### config.mk
export PLATFORM = sky130hd
export DESIGN_NAME = cond_decode_stage
export DESIGN_NICKNAME = d
export VERILOG_FILES = /design/src/rtl/cond_decode_pkg.sv /design/src/rtl/cond_eval.sv /design/src/rtl/cond_decode_stage.sv
export SDC_FILE = /design/constraint.sdc
export NUM_CORES = 1
export LEC_CHECK = 0
export CORE_MARGIN = 10
export CORE_UTILIZATION = 30
export DETAILED_ROUTE_END_ITERATION = 7
export PLACE_DENSITY_LB_ADDON = 0.3
export SYNTH_ARGS = -nofsm -noshare
export SYNTH_HDL_FRONTEND = slang
export SYNTH_HIERARCHICAL = 1
export SYNTH_SLANG_ARGS = --single-unit
### constraint.sdc
create_clock -name clock -period 2.15 [get_ports clock]
set_input_delay 0.3225 -clock clock [delete_from_list [all_inputs] [get_ports clock]]
set_output_delay 0.3225 -clock clock [all_outputs]
set_load 0.03 [all_outputs]
### src/rtl/cond_decode_pkg.sv
// Shared definitions for the conditional-execution decode stage: flag
// positions, condition codes, opcode fields and instruction classification.
package cond_decode_pkg;

    localparam int FLAG_C = 0;
    localparam int FLAG_L = 1;
    localparam int FLAG_F = 2;
    localparam int FLAG_Z = 3;
    localparam int FLAG_N = 4;

    typedef enum logic [3:0] {
        EQ = 4'h0,
        NE = 4'h1,
        CS = 4'h2,
        CC = 4'h3,
        HI = 4'h4,
        LS = 4'h5,
        GT = 4'h6,
        LE = 4'h7,
        FS = 4'h8,
        FC = 4'h9,
        LO = 4'hA,
        HS = 4'hB,
        LT = 4'hC,
        GE = 4'hD,
        UC = 4'hE,
        NV = 4'hF
    } cond_code_e;

    localparam logic [3:0] OP_JCOND  = 4'b0100;
    localparam logic [3:0] OP_BCOND  = 4'b1100;
    localparam logic [3:0] JCOND_SUB = 4'b1100;

    typedef enum logic [1:0] {
        IK_PLAIN = 2'd0,
        IK_JC    = 2'd1,
        IK_BC    = 2'd2,
        IK_ZERO  = 2'd3
    } instr_kind_e;

    // JC and BC opcodes are disjoint, so the order of the tests is irrelevant.
    function automatic instr_kind_e classify(input logic [15:0] w);
        instr_kind_e k;
        k = IK_PLAIN;
        if (w == 16'h0000)
            k = IK_ZERO;
        else if (w[15:12] == OP_JCOND && w[7:4] == JCOND_SUB)
            k = IK_JC;
        else if (w[15:12] == OP_BCOND)
            k = IK_BC;
        return k;
    endfunction

    function automatic logic is_conditional(input instr_kind_e k);
        return (k == IK_JC) || (k == IK_BC);
    endfunction

endpackage

### src/rtl/cond_eval.sv
// Combinational condition evaluator: maps a 4-bit condition code and the
// flag vector to a hit bit. Kept separate so predicated ops can reuse it.
module cond_eval
    import cond_decode_pkg::*;
#(
    parameter int FW = 5
) (
    input  logic [3:0]    cond,
    input  logic [FW-1:0] flags,
    output logic          hit
);

    logic c, l, f, z, n;

    always_comb begin
        c = flags[FLAG_C];
        l = flags[FLAG_L];
        f = flags[FLAG_F];
        z = flags[FLAG_Z];
        n = flags[FLAG_N];
    end

    always_comb begin
        hit = 1'b0;
        case (cond_code_e'(cond))
            EQ: hit = z;
            NE: hit = !z;
            CS: hit = c;
            CC: hit = !c;
            HI: hit = l;
            LS: hit = !l;
            GT: hit = n;
            LE: hit = !n;
            FS: hit = f;
            FC: hit = !f;
            LO: hit = !z && !l;
            HS: hit = z || l;
            LT: hit = !n && !c;
            GE: hit = n || c;
            UC: hit = 1'b1;
            NV: hit = 1'b0;
            default: hit = 1'b0;
        endcase
    end

endmodule

### src/rtl/cond_decode_stage.sv
// Registered conditional-execution decode stage: resolves Jcond/Bcond against
// the flags, substitutes NOP for annulled instructions and counts annuls.
module cond_decode_stage
    import cond_decode_pkg::*;
#(
    parameter int             IW        = 16,
    parameter int             FW        = 5,
    parameter logic [IW-1:0]  NOP_WORD  = 16'h0020,
    parameter logic [IW-1:0]  HALT_WORD = 16'h0080,
    parameter int             CNT_W     = 8
) (
    input  logic             clock,
    input  logic             reset,
    input  logic             in_valid,
    output logic             in_ready,
    input  logic [IW-1:0]    in_instr,
    input  logic [FW-1:0]    flags,
    input  logic             flags_pending,
    input  logic             flush,
    output logic             out_valid,
    input  logic             out_ready,
    output logic [IW-1:0]    out_instr,
    output logic             out_taken,
    input  logic             clear_stats,
    output logic [CNT_W-1:0] annul_count
);

    localparam logic [CNT_W-1:0] CNT_MAX = '1;

    instr_kind_e   kind;
    logic          is_cond;
    logic          hit;
    logic          stall;
    logic          accept;
    logic          annul;
    logic [IW-1:0] res_instr;
    logic          res_taken;

    assign kind    = classify(in_instr[15:0]);
    assign is_cond = is_conditional(kind);

    cond_eval #(
        .FW (FW)
    ) u_cond_eval (
        .cond  (in_instr[11:8]),
        .flags (flags),
        .hit   (hit)
    );

    always_comb begin
        res_instr = in_instr;
        res_taken = 1'b1;
        case (kind)
            IK_JC: begin
                if (hit) begin
                    res_instr[11:8] = 4'h0;
                end else begin
                    res_instr = NOP_WORD;
                    res_taken = 1'b0;
                end
            end
            IK_BC: begin
                if (!hit) begin
                    res_instr = NOP_WORD;
                    res_taken = 1'b0;
                end
            end
            IK_ZERO:  res_instr = HALT_WORD;
            default:  res_instr = in_instr;
        endcase
    end

    // Handshake: a word moves on the input side when in_valid && in_ready and
    // on the output side when out_valid && out_ready. in_ready drops while a
    // conditional waits on pending flags, during flush, or while the output
    // register holds a word that execute has not taken.
    assign stall    = in_valid && is_cond && flags_pending;
    assign in_ready = !flush && !stall && (!out_valid || out_ready);
    assign accept   = in_valid && in_ready;
    assign annul    = accept && is_cond && !hit;

    always_ff @(posedge clock or negedge reset) begin
        if (!reset) begin
            out_valid <= 1'b0;
            out_instr <= NOP_WORD;
            out_taken <= 1'b0;
        end else if (flush) begin
            out_valid <= 1'b0;
        end else if (accept) begin
            out_valid <= 1'b1;
            out_instr <= res_instr;
            out_taken <= res_taken;
        end else if (out_valid && out_ready) begin
            out_valid <= 1'b0;
        end
    end

    // Clearing wins over a same-cycle annul; flush leaves statistics alone.
    always_ff @(posedge clock or negedge reset) begin
        if (!reset) begin
            annul_count <= '0;
        end else if (clear_stats) begin
            annul_count <= '0;
        end else if (annul && (annul_count != CNT_MAX)) begin
            annul_count <= annul_count + 1'b1;
        end
    end

endmodule

==> metrics.cfg, run 1 <==
[critical_path]
r2r_cells = 4
crit_path_max_incr_delay_ns = 0.41
cp_top_family = simple AND/OR/NAND/NOR gates
critPathMaxFanout = 6
reg2reg_to = annul_count[5]
path_class = in2reg
slowest_stage = or4_4
cp_cell_sequence = buf_2 -> nor4_4 -> nand3_2 -> nor2_4 -> a31o_4 -> ha_4 -> nor4b_4 -> nand3b_4 -> buf_6 -> or4_4 -> a21oi_2
critPathArrivalTime_ns = 2.53
timing.critical_path.buf_inv = 2
r2r_slack_ns = 0.07
startpoint_type = input pin
r2r_start = annul_count[3]
required_ns = 2.34
end_kind = flop

[hold_path]
holdCritPathClass = in2reg
hold_start = in_instr[0]
hold-path-endpoint = out_instr[0]
hold_depth = 2

[global_routing]
grt_max_degree = 27
grt_overflow = 0
grt_pass1_wl_um = 8160
grt_use_total_pct = 13.0
antenna_found_initial = 0
first_global_vias = 1695

[place]
numPortBuffers = 54
gp_congestion = 0.748
hpwl_um = 3490
placed_area_mm2 = 0.00223
placed_cells = 264
pre_cts_slack_ns = -0.989

[logic_synthesis]
netlist.area_leader.share_pct = 46.7
synth_seq_cells = 26
syn-num-nets = 162
ys_seq_area_share_pct = 48.7
yosys_warnings = 6
synth_top_cell_by_area = dfrtp_1
synthFlopType = dfrtp_1
synth_most_common_cell = dfrtp_1
synth_cell_type_count = 42
ys_async_sr_fraction_pct = 100
netlist_instances = 131
syn_area_per_cell_um2 = 10.2
synthTopCellsByArea = dfrtp_1 (47%), a22o_1 (6.5%), nand2_1 (3.6%)
netlist_area_mm2 = 0.00134
synth_edf_count = 0
synth_commonest_cells = dfrtp_1 (25), nand2_1 (13), a22o_1 (10)

[flow_run]
max_cap_viol_count = 0

[floorplan]
ios = 55
coreArea_mm2 = 0.00432
die_y_um = 86.8
dieArea_mm2 = 0.00753
rows = 24
initial_utilization_pct = 31.0
die_x_um = 86.8

[timing]
clock_skew_ns = 0.00342
period_share_pct = 109
finalSetupViolCount = 20
worst_slack_ns = -0.186
max_freq_mhz = 428
drv_slew = 0
hold_ws_ns = 0.291
slew_headroom_pct = 36.4
hold_viol = 0
period_minus_slack_ns = 2.34
rsz0062_at_grt = true
worst_pin_slew_ns = 0.951

[power_and_ir_drop]
ir_worst_vdd_mv = 0.332
leakage_uw = 0.00107
power_density_mw_per_mm2 = 560

[clock_network]
htreeDepth = 1
cts-root-buf = clkbuf_8
cts-buffers-inserted = 3
clock_latency_ns = 0.27
cts_hold_buf = 0
clock_sinks = 26
clk_path_buf_depth = 2
tritoncts = yes
path_clk_slew_ns = 0.10

[detailed_routing]
via_per_inst = 5.32
via_count = 1467
drc_errors = 0
wl_um = 5010
first_pass_iters = 4
drt_iter0_markers = 45
wire_per_inst_um = 18.2
ant_nets = 0

[run_status]
status = complete, but fails checks
violations = negative setup slack

[cells_and_area]
final_nets = 256
n_antenna_cell = 0
fin_util_pct = 60.2
final_cells = 276
final_cell_area_mm2 = 0.00261
drive_gt1_share_pct = 46.0
syn_to_final_growth_pct = 94.6

## timing repair
item	4_1_cts	5_1_grt
resized for setup	110	22
setup buffers	8	2
gates cloned	0	0
pin swaps	19	13
setup endpoints to repair	27	26
## flip-flops by register name (all words and copies together), names as in the netlist
name	count
out_taken	1
annul_count	8
out_instr	16
out_valid	1
## logic make-up (layout without fill, tap and decap cells)
logic type | count (synthesis) | in the layout | share of synthesized area (%)
AND/OR/NAND/NOR | 51 | 51 | 21.8
XOR/XNOR | 1 | 1 | 0.654
flip-flops | 26 | 26 | 48.7
buffers and inverters | 8 | 101 | 2.43
AO/OA/AOI/OAI | 39 | 39 | 20.4
adder cells (fa/ha/maj) | 3 | 3 | 2.80
multiplexers | 3 | 3 | 3.27
## worst max path at each step
| stage | slack [ns] | cells after the start | from | to |
|---|---|---|---|---|
| 2_1_floorplan | -0.20 | 9 | in_instr[3] | annul_count[5] |
| 3_3_place_gp | -0.86 | 9 | in_instr[11] | annul_count[3] |
| 3_5_place_dp | -0.99 | 11 | in_instr[11] | annul_count[3] |
| 4_1_cts | -0.16 | 11 | in_instr[9] | annul_count[3] |
| 5_1_grt | -0.24 | 11 | in_instr[7] | annul_count[3] |
| 6_report | -0.19 | 11 | in_instr[8] | annul_count[3] |
## report_power, final
group	switching, uW	internal, uW
registers	30.8	543
clock network	162	249
logic	246	229
## final cells by class
class | instances | area [um^2]
tap | 52 | 65.1
fill | 358 | 1720
inverter | 3 | 11.3
clock inverter | 1 | 30.0
clock buffer | 3 | 41.3
multi-input combinational | 97 | 951
timing repair buffer | 94 | 855
sequential | 26 | 652
## metal layers
metal,vias up,wire length (um),GRT usage (%)
met1,722,1890,14.0
met4,0,51,2.95
met5,-,0,0
met3,5,419,4.97
met2,52,2650,23.4
li1,688,-,-
## cells in the final DEF (no fill, tap or decap), drive strengths merged, types with 4 or more instances in the layout
cell type,instances
o31ai,4
clkbuf,5
dfrtp,25
clkdlybuf4s15,5
a22o,10
o21ai,8
clkdlybuf4s50,32
or4,4
nand2,13
nand3,4
nor2,7
buf,53
nor4,4
a21oi,7
## stage by stage
stage,TNS (ns),total power (uW)
after global placement,-18.48,1020
final,-2.74,1460
after CTS,-1.99,1460
after detailed placement,-21.28,1030
after floorplan,-0.894,775
after global routing,-4.13,1530
(Power assumes the default switching activity.)
==> inputs of run 2 (changes only) <==
Settings changed: CORE_UTILIZATION 30 to 28, REMOVE_ABC_BUFFERS from default to 1.
==> run 2 against run 1 <==
The run still ends with negative setup slack left; global-route usage fell by 0.95 points; non-clock buffer count rose by 3; die area rose by 5.5%; wire length fell by 8.6%; first-iteration DRC count rose by 89%; register-to-register slack improved by 0.25 ns; fmax fell by 1.5%; critical path type unchanged; critical endpoint unchanged; highest routed layer unchanged.
==> metrics.cfg, run 2 (same netlist as run 1, synthesis figures left out) <==
[run_status]
status = complete, but fails checks
violations = negative setup slack

[hold_path]
hold_start = in_instr[6]
hold-path-endpoint = out_instr[6]
hold_depth = 3
holdCritPathClass = in2reg

[global_routing]
grt_use_total_pct = 12.1
antenna_found_initial = 0
first_global_vias = 1628
grt_overflow = 0
grt_pass1_wl_um = 7730
grt_max_degree = 27

[critical_path]
cp_cell_sequence = clkdlybuf4s15_1 -> nor3_2 -> nand2_2 -> nor2_4 -> a31o_4 -> ha_4 -> nor4b_4 -> buf_4 -> nand3b_4 -> or4_4 -> a21oi_2
path_class = in2reg
r2r_cells = 4
crit_path_max_incr_delay_ns = 0.54
startpoint_type = input pin
critPathArrivalTime_ns = 2.57
required_ns = 2.35
r2r_start = annul_count[3]
crit_path_start = in_instr[4]
slowest_stage = or4_4
critPathMaxFanout = 6
end_kind = flop
reg2reg_to = annul_count[5]
r2r_slack_ns = 0.32

[power_and_ir_drop]
p_int_uw = 936
p_comb_share_pct = 34.4
power_density_mw_per_mm2 = 527
power.switching_uw = 426
p_seq_share_pct = 42.2
p_sw_share_pct = 31.3
ir_worst_vdd_mv = 0.399
leakage_uw = 0.00107
clkPwrFrac_pct = 23.4

[detailed_routing]
wire_per_inst_um = 16.2
drc_errors = 0
drt_iter0_markers = 85
via_count = 1438
ant_nets = 0
via_per_inst = 5.10
first_pass_iters = 4
wl_um = 4580

[clock_network]
clock_sinks = 26
path_clk_slew_ns = 0.09
htreeDepth = 1
cts-buffers-inserted = 3
cts_hold_buf = 0
clock_latency_ns = 0.27
tritoncts = yes
cts-root-buf = clkbuf_8
clk_path_buf_depth = 2

[timing]
rsz0062_at_grt = true
finalSetupViolCount = 21
period_share_pct = 110
fin_setup_tns_ns = -3.01
worst_slack_ns = -0.222
clock_skew_ns = 0.00434
period_minus_slack_ns = 2.37
max_freq_mhz = 422
worst_pin_slew_ns = 0.696
drv_slew = 0
slew_headroom_pct = 53.4
hold_viol = 0

[cells_and_area]
mostFrequentLayoutCells = buf_4 (35), clkdlybuf4s50_1 (32), dfrtp_1 (25), nand2_1 (12), buf_6 (11)
n_antenna_cell = 0
final_cells = 282
syn_to_final_growth_pct = 93.0
reg_top3 = out_instr: 16 flops, annul_count: 8 flops
final_cell_area_mm2 = 0.00258
largest_reg_flops = 16
fillCellCount = 402
final_nets = 260
drive_gt1_share_pct = 41.7
top_register = out_instr
mostFrequentLayoutCell = buf_4

[place]
placed_cells = 261
gp_congestion = 0.787
hpwl_um = 3120
placed_area_mm2 = 0.00213
numPortBuffers = 54

[floorplan]
die_x_um = 89.1
die_y_um = 89.1
dieArea_mm2 = 0.00795
rows = 25
initial_utilization_pct = 28.5
coreArea_mm2 = 0.00469
ios = 55

[flow_run]
max_cap_viol_count = 0

==> run 2: cell types whose count changed in the layout (fill, tap and decap cells not counted), sizes merged <==
cell,previous run,this run
clkbuf,5,4
dlygate4sd2,2,5
buf,53,52
nand3b,2,3
clkdlybuf4s15,5,8
bufinv,1,0
==> run 2: what timing repair did <==
item,4_1_cts,5_1_grt
endpoints found under the setup margin,27,26
endpoints found under the hold margin,0,0
pin swaps,24,9
resized for setup,100,17
gates cloned,1,1
setup buffers,11,4
==> run 2: metrics by stage <==
step                      power, uW  hold slack, ns  utilization [%]  worst slack, ns
after global placement         1010           0.466             45.3            -1.11
after CTS                      1360           0.390             53.1           -0.206
final                          1360           0.394             55.1           -0.222
after global routing           1430           0.390             55.1           -0.351
after floorplan                 767          0.0269                -           -0.885
after detailed placement       1010           0.472             45.3            -1.25
==> run 2: power by group through the flow <==
stage	clock network [uW]	logic (uW)	registers, uW
final	319	468	575
after floorplan	0	82.1	685
after global routing	345	501	582
after detailed placement	0	430	582
after CTS	332	457	574
after global placement	0	427	585
==> run 2: worst max-delay path: cells and delay by family <==
family,cells,cell delay [ns]
fa+ha+maj,1,0.21
buf+inv,2,0.38
compound gates,2,0.26
simple gates,6,1.39
==> run 2: cell type report <==
type	instances	area (um^2)	area share, %
Clock buffer	4	55.1	2.13
Inverter	3	11.3	0.436
Multi-Input combinational cell	98	926	35.8
Sequential cell	26	652	25.2
Tap cell	54	67.6	2.62
Timing Repair Buffer	97	872	33.8
==> run 2: how the worst max path moves through the flow <==
stage	to	cells past startpoint	slack [ns]
after floorplan	out_instr[7]	9	-0.88
after CTS	annul_count[3]	11	-0.21
after global routing	annul_count[3]	11	-0.35
after global placement	annul_count[5]	10	-1.11
final	annul_count[3]	11	-0.22
after detailed placement	annul_count[5]	10	-1.25
==> run 2: metal layers <==
layer / global-route usage (%) / vias to the layer above / wire length (um)
met2: 19.9 / 45 / 2240
met1: 13.7 / 698 / 1900
met4: 2.46 / 0 / 14
met5: 0 / - / 0
met3: 6.11 / 2 / 432
li1: - / 693 / -
